<file path="config.mk">
export PLATFORM = sky130hd
export DESIGN_NAME = branch_resolve_queue_flat
export DESIGN_NICKNAME = d
export VERILOG_FILES = /design/src/rtl/branch_resolve_queue_pkg.sv /design/src/rtl/branch_resolve_queue_if.sv /design/src/rtl/branch_resolve_queue_select.sv /design/src/rtl/branch_resolve_queue.sv /design/src/flat_wrapper.sv
export SDC_FILE = /design/constraint.sdc
export NUM_CORES = 1
export LEC_CHECK = 0
export CAP_MARGIN = 20
export CORE_MARGIN = 2
export CORE_UTILIZATION = 45
export CTS_BUF_LIST = sky130_fd_sc_hd__clkbuf_4 sky130_fd_sc_hd__clkbuf_8 sky130_fd_sc_hd__clkbuf_16
export CTS_CLUSTER_SIZE = 14
export DETAILED_ROUTE_END_ITERATION = 6
export HOLD_SLACK_MARGIN = 0.08
export PLACE_DENSITY = 0.8
export SLEW_MARGIN = 20
export SYNTH_ARGS = -nofsm -noshare
export SYNTH_HDL_FRONTEND = slang
export SYNTH_SLANG_ARGS = --single-unit
</file>
<file path="constraint.sdc">
create_clock -name clock -period 2.7 [get_ports clock]
set_input_delay 0.54 -clock clock [delete_from_list [all_inputs] [get_ports clock]]
set_output_delay 0.54 -clock clock [all_outputs]
set_load 0.02 [all_outputs]
</file>
<file path="src/rtl/branch_resolve_queue_pkg.sv">
// Shared branch-resolution definitions: mask width, mask type and the complete-stage report packet.
package sys_defs;

    localparam int unsigned B_MASK_WIDTH = 4;
    localparam int unsigned NUM_BR_UNITS = 2;
    localparam int unsigned B_CNT_WIDTH  = $clog2(B_MASK_WIDTH) + 1;

    typedef logic [B_MASK_WIDTH-1:0] B_MASK;

    typedef struct packed {
        logic  valid;
        B_MASK b_mm;
        B_MASK b_mask;
        logic  mispred;
    } BR_RESOLVE_PACKET;

    // Isolates the lowest set bit (two's-complement trick); zero in, zero out.
    function automatic B_MASK lowest_bit(B_MASK m);
        B_MASK neg;
        neg = ~m + B_MASK'(1);
        return m & neg;
    endfunction

endpackage

</file>
<file path="src/rtl/branch_resolve_queue_if.sv">
// Report bus from the complete stage and resolve bus toward the branch stack.
interface branch_resolve_queue_if;
    import sys_defs::*;

    logic [NUM_BR_UNITS-1:0] br_valid;
    B_MASK [NUM_BR_UNITS-1:0] br_b_mm;
    B_MASK [NUM_BR_UNITS-1:0] br_b_mask;
    logic [NUM_BR_UNITS-1:0] br_mispred;
    B_MASK                   b_mm_resolve;
    logic                    b_mm_mispred;
    B_MASK                   pending_mask;
    logic [B_CNT_WIDTH-1:0]  pending_count;

    modport master (
        output br_valid, br_b_mm, br_b_mask, br_mispred,
        input  b_mm_resolve, b_mm_mispred, pending_mask, pending_count
    );

    modport slave (
        input  br_valid, br_b_mm, br_b_mask, br_mispred,
        output b_mm_resolve, b_mm_mispred, pending_mask, pending_count
    );

endinterface

</file>
<file path="src/rtl/branch_resolve_queue_select.sv">
// Picks one slot to resolve: oldest mispredict first (lowest index), else lowest valid slot.
module br_resolve_select
    import sys_defs::*;
(
    input  B_MASK                    valid,
    input  B_MASK                    mispred,
    input  B_MASK [B_MASK_WIDTH-1:0] dep,
    output B_MASK                    issue,
    output logic                     issue_mispred
);

    B_MASK vm;
    B_MASK cand;

    always_comb begin
        vm   = valid & mispred;
        cand = '0;
        // A mispredict is oldest when it depends on no other pending mispredict.
        for (int i = 0; i < B_MASK_WIDTH; i++) begin
            cand[i] = vm[i] && ((dep[i] & vm) == '0);
        end
        if (cand != '0) begin
            issue         = lowest_bit(cand);
            issue_mispred = 1'b1;
        end else begin
            issue         = lowest_bit(valid);
            issue_mispred = 1'b0;
        end
    end

endmodule

</file>
<file path="src/rtl/branch_resolve_queue.sv">
// One slot per branch-mask bit; releases one resolution per cycle, scrubbing and squashing deps.
module branch_resolve_queue
    import sys_defs::*;
(
    input logic                    clock,
    input logic                    reset,
    branch_resolve_queue_if.slave  bus
);

    B_MASK                    valid_q, valid_d;
    B_MASK                    mispred_q, mispred_d;
    B_MASK [B_MASK_WIDTH-1:0] dep_q, dep_d;
    B_MASK                    issue;
    logic                     issue_mispred;
    logic [B_CNT_WIDTH-1:0]   count;

    br_resolve_select u_select (
        .valid         (valid_q),
        .mispred       (mispred_q),
        .dep           (dep_q),
        .issue         (issue),
        .issue_mispred (issue_mispred)
    );

    always_comb begin
        valid_d   = valid_q & ~issue;
        mispred_d = mispred_q;
        dep_d     = dep_q;
        for (int j = 0; j < B_MASK_WIDTH; j++) begin
            dep_d[j] = dep_q[j] & ~issue;
            if (issue_mispred && ((dep_q[j] & issue) != '0)) begin
                valid_d[j] = 1'b0;
            end
        end
        // Incoming writes come last so a recycled bit overrides its own issue/squash clear.
        for (int u = 0; u < NUM_BR_UNITS; u++) begin
            if (bus.br_valid[u] && !(issue_mispred && ((bus.br_b_mask[u] & issue) != '0))) begin
                for (int i = 0; i < B_MASK_WIDTH; i++) begin
                    if (bus.br_b_mm[u][i]) begin
                        valid_d[i]   = 1'b1;
                        mispred_d[i] = bus.br_mispred[u];
                        dep_d[i]     = bus.br_b_mask[u] & ~issue;
                    end
                end
            end
        end
    end

    always_ff @(posedge clock or negedge reset) begin
        if (!reset) begin
            valid_q   <= '0;
            mispred_q <= '0;
            dep_q     <= '0;
        end else begin
            valid_q   <= valid_d;
            mispred_q <= mispred_d;
            dep_q     <= dep_d;
        end
    end

    always_comb begin
        count = '0;
        for (int i = 0; i < B_MASK_WIDTH; i++) begin
            count = count + B_CNT_WIDTH'(valid_q[i]);
        end
    end

    assign bus.b_mm_resolve  = issue;
    assign bus.b_mm_mispred  = issue_mispred;
    assign bus.pending_mask  = valid_q;
    assign bus.pending_count = count;

    for (genvar u = 0; u < NUM_BR_UNITS; u++) begin : g_sva
        a_onehot: assert property (@(posedge clock) disable iff (!reset)
            bus.br_valid[u] |-> $onehot(bus.br_b_mm[u]));
        a_self_dep: assert property (@(posedge clock) disable iff (!reset)
            bus.br_valid[u] |-> ((bus.br_b_mask[u] & bus.br_b_mm[u]) == '0));
        a_overwrite: assert property (@(posedge clock) disable iff (!reset)
            bus.br_valid[u] |-> ((bus.br_b_mm[u] & valid_q & ~issue) == '0));
        for (genvar v = u + 1; v < NUM_BR_UNITS; v++) begin : g_pair
            a_dup: assert property (@(posedge clock) disable iff (!reset)
                (bus.br_valid[u] && bus.br_valid[v]) |-> (bus.br_b_mm[u] != bus.br_b_mm[v]));
        end
    end

endmodule

</file>
<file path="src/flat_wrapper.sv">
// flat-port wrapper written by rule: the top's interface ports become plain ports
module branch_resolve_queue_flat import sys_defs::*;
  (clock, reset, bus_br_valid, bus_br_b_mm, bus_br_b_mask, bus_br_mispred, bus_b_mm_resolve, bus_b_mm_mispred, bus_pending_mask, bus_pending_count);
  branch_resolve_queue_if bus_i ();
  input logic clock;
  input logic reset;
  input wire logic [$bits(bus_i.br_valid)-1:0] bus_br_valid;
  input wire logic [$bits(bus_i.br_b_mm)-1:0] bus_br_b_mm;
  input wire logic [$bits(bus_i.br_b_mask)-1:0] bus_br_b_mask;
  input wire logic [$bits(bus_i.br_mispred)-1:0] bus_br_mispred;
  output wire logic [$bits(bus_i.b_mm_resolve)-1:0] bus_b_mm_resolve;
  output wire logic [$bits(bus_i.b_mm_mispred)-1:0] bus_b_mm_mispred;
  output wire logic [$bits(bus_i.pending_mask)-1:0] bus_pending_mask;
  output wire logic [$bits(bus_i.pending_count)-1:0] bus_pending_count;
  assign bus_i.br_valid = bus_br_valid;
  assign bus_i.br_b_mm = bus_br_b_mm;
  assign bus_i.br_b_mask = bus_br_b_mask;
  assign bus_i.br_mispred = bus_br_mispred;
  assign bus_b_mm_resolve = bus_i.b_mm_resolve;
  assign bus_b_mm_mispred = bus_i.b_mm_mispred;
  assign bus_pending_mask = bus_i.pending_mask;
  assign bus_pending_count = bus_i.pending_count;
  branch_resolve_queue u_core (.clock(clock), .reset(reset), .bus(bus_i));
endmodule
</file>
==> impl_results.md, run 1 <==
* CP startpoint kind: flip-flop
* Skew final at 0.00311 ns
* Non-filler instance count after layout at roughly 310
* Post-synthesis simple-gate area fraction at between 20% and 30%
* Final setup vio count at 0
* Final ANT Viol Nets at 0
* Synth Area in XOR/XNOR at 0%
* Reg-to-reg slack, setup at a little over 0.07 ns
* Worst slew margin at roughly two thirds
* Via density at about 6.4
* Worst stage delay on the critical path at 0.55 ns
* Largest family of logic cells by synthesized area: simple AND/OR/NAND/NOR gates
* Die Span Y at ~68 µm
* Post-layout instance area at 0.00261 mm²
* First-pass iteration count of the detailed router at 7
* WL final at approximately 6000 µm
* Most common cell after layout, fill and taps aside: buf_4
* Commonest register cell after synthesis: dfrtp_1
* VDD IR max at about 0.51 mV
* Post-Synth Adder-Cell Area at ~3.8%
* Synth Cell Area at around 0.0019 mm²
* Post-synth EDFFs at 0
* HP Class: flip-flop to flip-flop
* Tmin final at 2.63 ns
* Clock sinks at 24
* Final hold violation count at 0
* DR vias at 1949
* Largest area contributor in the netlist: dfrtp_1
* CTS tree: built
* Starting Density at a little under half
* Most frequent cells in the layout: buf_4, clkdlybuf4s50_1, dfrtp_1
* Vias in the first global route at approximately 1700
* CTS clk-pin slew, worst paths at ~0.09 ns
* Critical Path Source: u_core.mispred_q[0]
* CP Class: flip-flop to flip-flop
* Num ports at 34
* Worst r2r src: u_core.mispred_q[0]
* Die Footprint at 0.00464 mm²
* Share of cells above drive strength 1 at between 30% and 40%
* Gr ovfl total at 0
* Crit-path max FO at 9
* Num CTS Buffers at 3
* Pleak at 1.18 nW
* Row count at 23
* Worst-margin pin slew at roughly 0.48 ns
* Critical path required time at roughly 2.9 ns
* Largest net degree at the start of global routing at 25
* Gpl congestion at about 0.96
* Clock buffer depth at 2
* Register area share after synthesis at between 30% and 40%
* Post-CTS Hold Buffers at 0
* Syn avg cell area at around 10 µm²
* Post-synth top area share at between 30% and 40%
* Iter 0 DRT Violations at ~170
* Mux contribution to synthesized area at under 10%
* Antenna diode count at 0
* H-tree levels at 1
* Fraction of registers with async set or reset after synthesis at between 90% and 100%
* # DRC at 0
* Initial antenna violation count at 0
* Core Area at around 0.0040 mm²
* WL/cell at a little under 20 µm
* Yosys reg bits at 24
* Post-DP HPWL at ~4500 µm
* Worst skew pair latency at 0.28 ns
* Slowest cell on crit path: or4_4
* MaxCap Viol Count at 0
* Clk Tree Root Cell: clkbuf_8
* Cell count after synthesis at ~180
* Area Overhead vs Synth at 40.7%
* All-Layer GR Usage at between 20% and 30%
* Hold path start: u_core.dep_q[10]
* Post-synthesis compound-gate area fraction at between 20% and 30%
* Dominant cells by area after synthesis: dfrtp_1, mux2i_1, a211oi_1, nand4_4, nor2_1
* Most used cell, CP: buf_6
* First-pass GRT wire length at between 9000 and 10000 µm
* Max Slew Vio Count at 0
* Yosys warning count at 0
* Outcome: finished, final reports clean
* Period utilisation layout at between 90% and 100%
* WP data arrival at ~2.8 ns
* Critical-path cell list: and3_4 > or4_4 > a2111oi_4 > buf_6 > a22oi_4 > o21ai_2 > buf_6 > nor2_1 > a31oi_1
* Number of unique standard cell types used by synthesis at 48
* P per Cell Area at around 1500 mW/mm²
* Syn_nets at 210
* DP Area at roughly 0.0025 mm²
* Die boundary width at ~70 µm
* Nets at roughly 280
* IO Port Bufs at 33
* FMAX at 381 MHz
* Critical Path Sink Type: flip-flop
* DP Cell Count at a little under 300
-- what timing repair did --
| action | CTS | global route |
|---|---|---|
| setup endpoints to repair | 8 | 25 |
| setup buffers | 0 | 6 |
| gates resized for setup | 13 | 14 |
| cloned | 0 | 0 |
| pin swaps | 1 | 2 |
-- Yosys cell counts (all sizes together) (4+ instances only) --
library cell / count
dfrtp: 24
nor2: 19
mux2i: 16
a211oi: 13
nand3: 12
nand4: 11
o21ai: 9
nand2: 8
and3: 7
and4: 6
buf: 6
inv: 6
a21oi: 5
a31oi: 5
ha: 4
nor4: 4
o41ai: 4
-- state kept, by name, summed over array words and instances, names as in the netlist --
signal / count
u_core.bus.pending_mask: 4
u_core.dep_q: 16
u_core.mispred_q: 4
-- stage by stage --
stage	power, W	setup WS [ns]	TNS [ns]	utilization, %	hold slack (ns)
global route	0.00412	-0.0180	-0.0180	65.6	0.641
CTS	0.00372	0.000703	0	64.0	0.595
detailed placement	0.00345	0.00867	0	62.3	0.574
floorplan	0.00232	-0.0173	-0.115	-	0.244
global placement	0.00338	0.0481	0	62.3	0.552
finish	0.00388	0.0722	0	65.6	0.590
-- worst max-delay path: cells and delay by family, from the launching register on --
family,cells,cell delay [ns]
AOI/OAI and AO/OA,4,0.97
buffers and inverters,2,0.37
DFF,1,0.39
and+or+nand+nor,3,0.79
-- cell families after synthesis --
kind of cell	Yosys count
flops	24
fa+ha+maj	5
simple gates	76
compound gates	49
mux	16
buf+inv	13
-- final timing paths --
check | endpoint | cells after the start
setup / recovery | u_core.mispred_q[0] | 9
hold / removal | u_core.dep_q[10] | 2
setup reg to reg | u_core.mispred_q[0] | 9
hold reg to reg | u_core.dep_q[10] | 2
max in group asynchronous | u_core.bus.pending_mask[2] | 2
min in group asynchronous | u_core.dep_q[13] | 2
-- area by class of cell --
| type | count | area, µm² |
|---|---|---|
| Clock buffer | 3 | 41.3 |
| Fill cell | 316 | 1370 |
| Sequential cell | 24 | 604 |
| Multi-Input combinational cell | 146 | 1200 |
| Timing Repair Buffer | 76 | 642 |
| Clock inverter | 1 | 30.0 |
| Inverter | 6 | 22.5 |
| Tap cell | 50 | 62.6 |
-- layer usage --
layer  part of all wire (%)  track usage [%]  up-vias
met5                      0                0        -
met4                    3.4             10.3        0
met3                    7.1             4.44       28
met2                     50             45.9      125
met1                     40             35.9      925
li1                       -                -      871
-- report_power, final --
group / total, W / leakage [nW] / switching [W] / internal (W)
Combinational: 0.00287 / 0.856 / 0.00159 / 0.00127
Clock: 0.000329 / 0.0357 / 0.000130 / 0.000199
Sequential: 0.000686 / 0.287 / 0.000140 / 0.000546
Total: 0.00388 / 1.18 / 0.00187 / 0.00202
No activity file was read; power rests on OpenSTA's default activity.
==> inputs of run 2 (changes only) <==
--- a/config.mk
+++ b/config.mk
@@ -5,6 +5,7 @@
 export SDC_FILE = /design/constraint.sdc
 export NUM_CORES = 1
 export LEC_CHECK = 0
+export ABC_CLOCK_PERIOD_IN_PS = 2700
 export CAP_MARGIN = 20
 export CORE_MARGIN = 2
 export CORE_UTILIZATION = 45
==> results of run 2 <==
Final layout, timing and power as in run 1 (identical DEF).
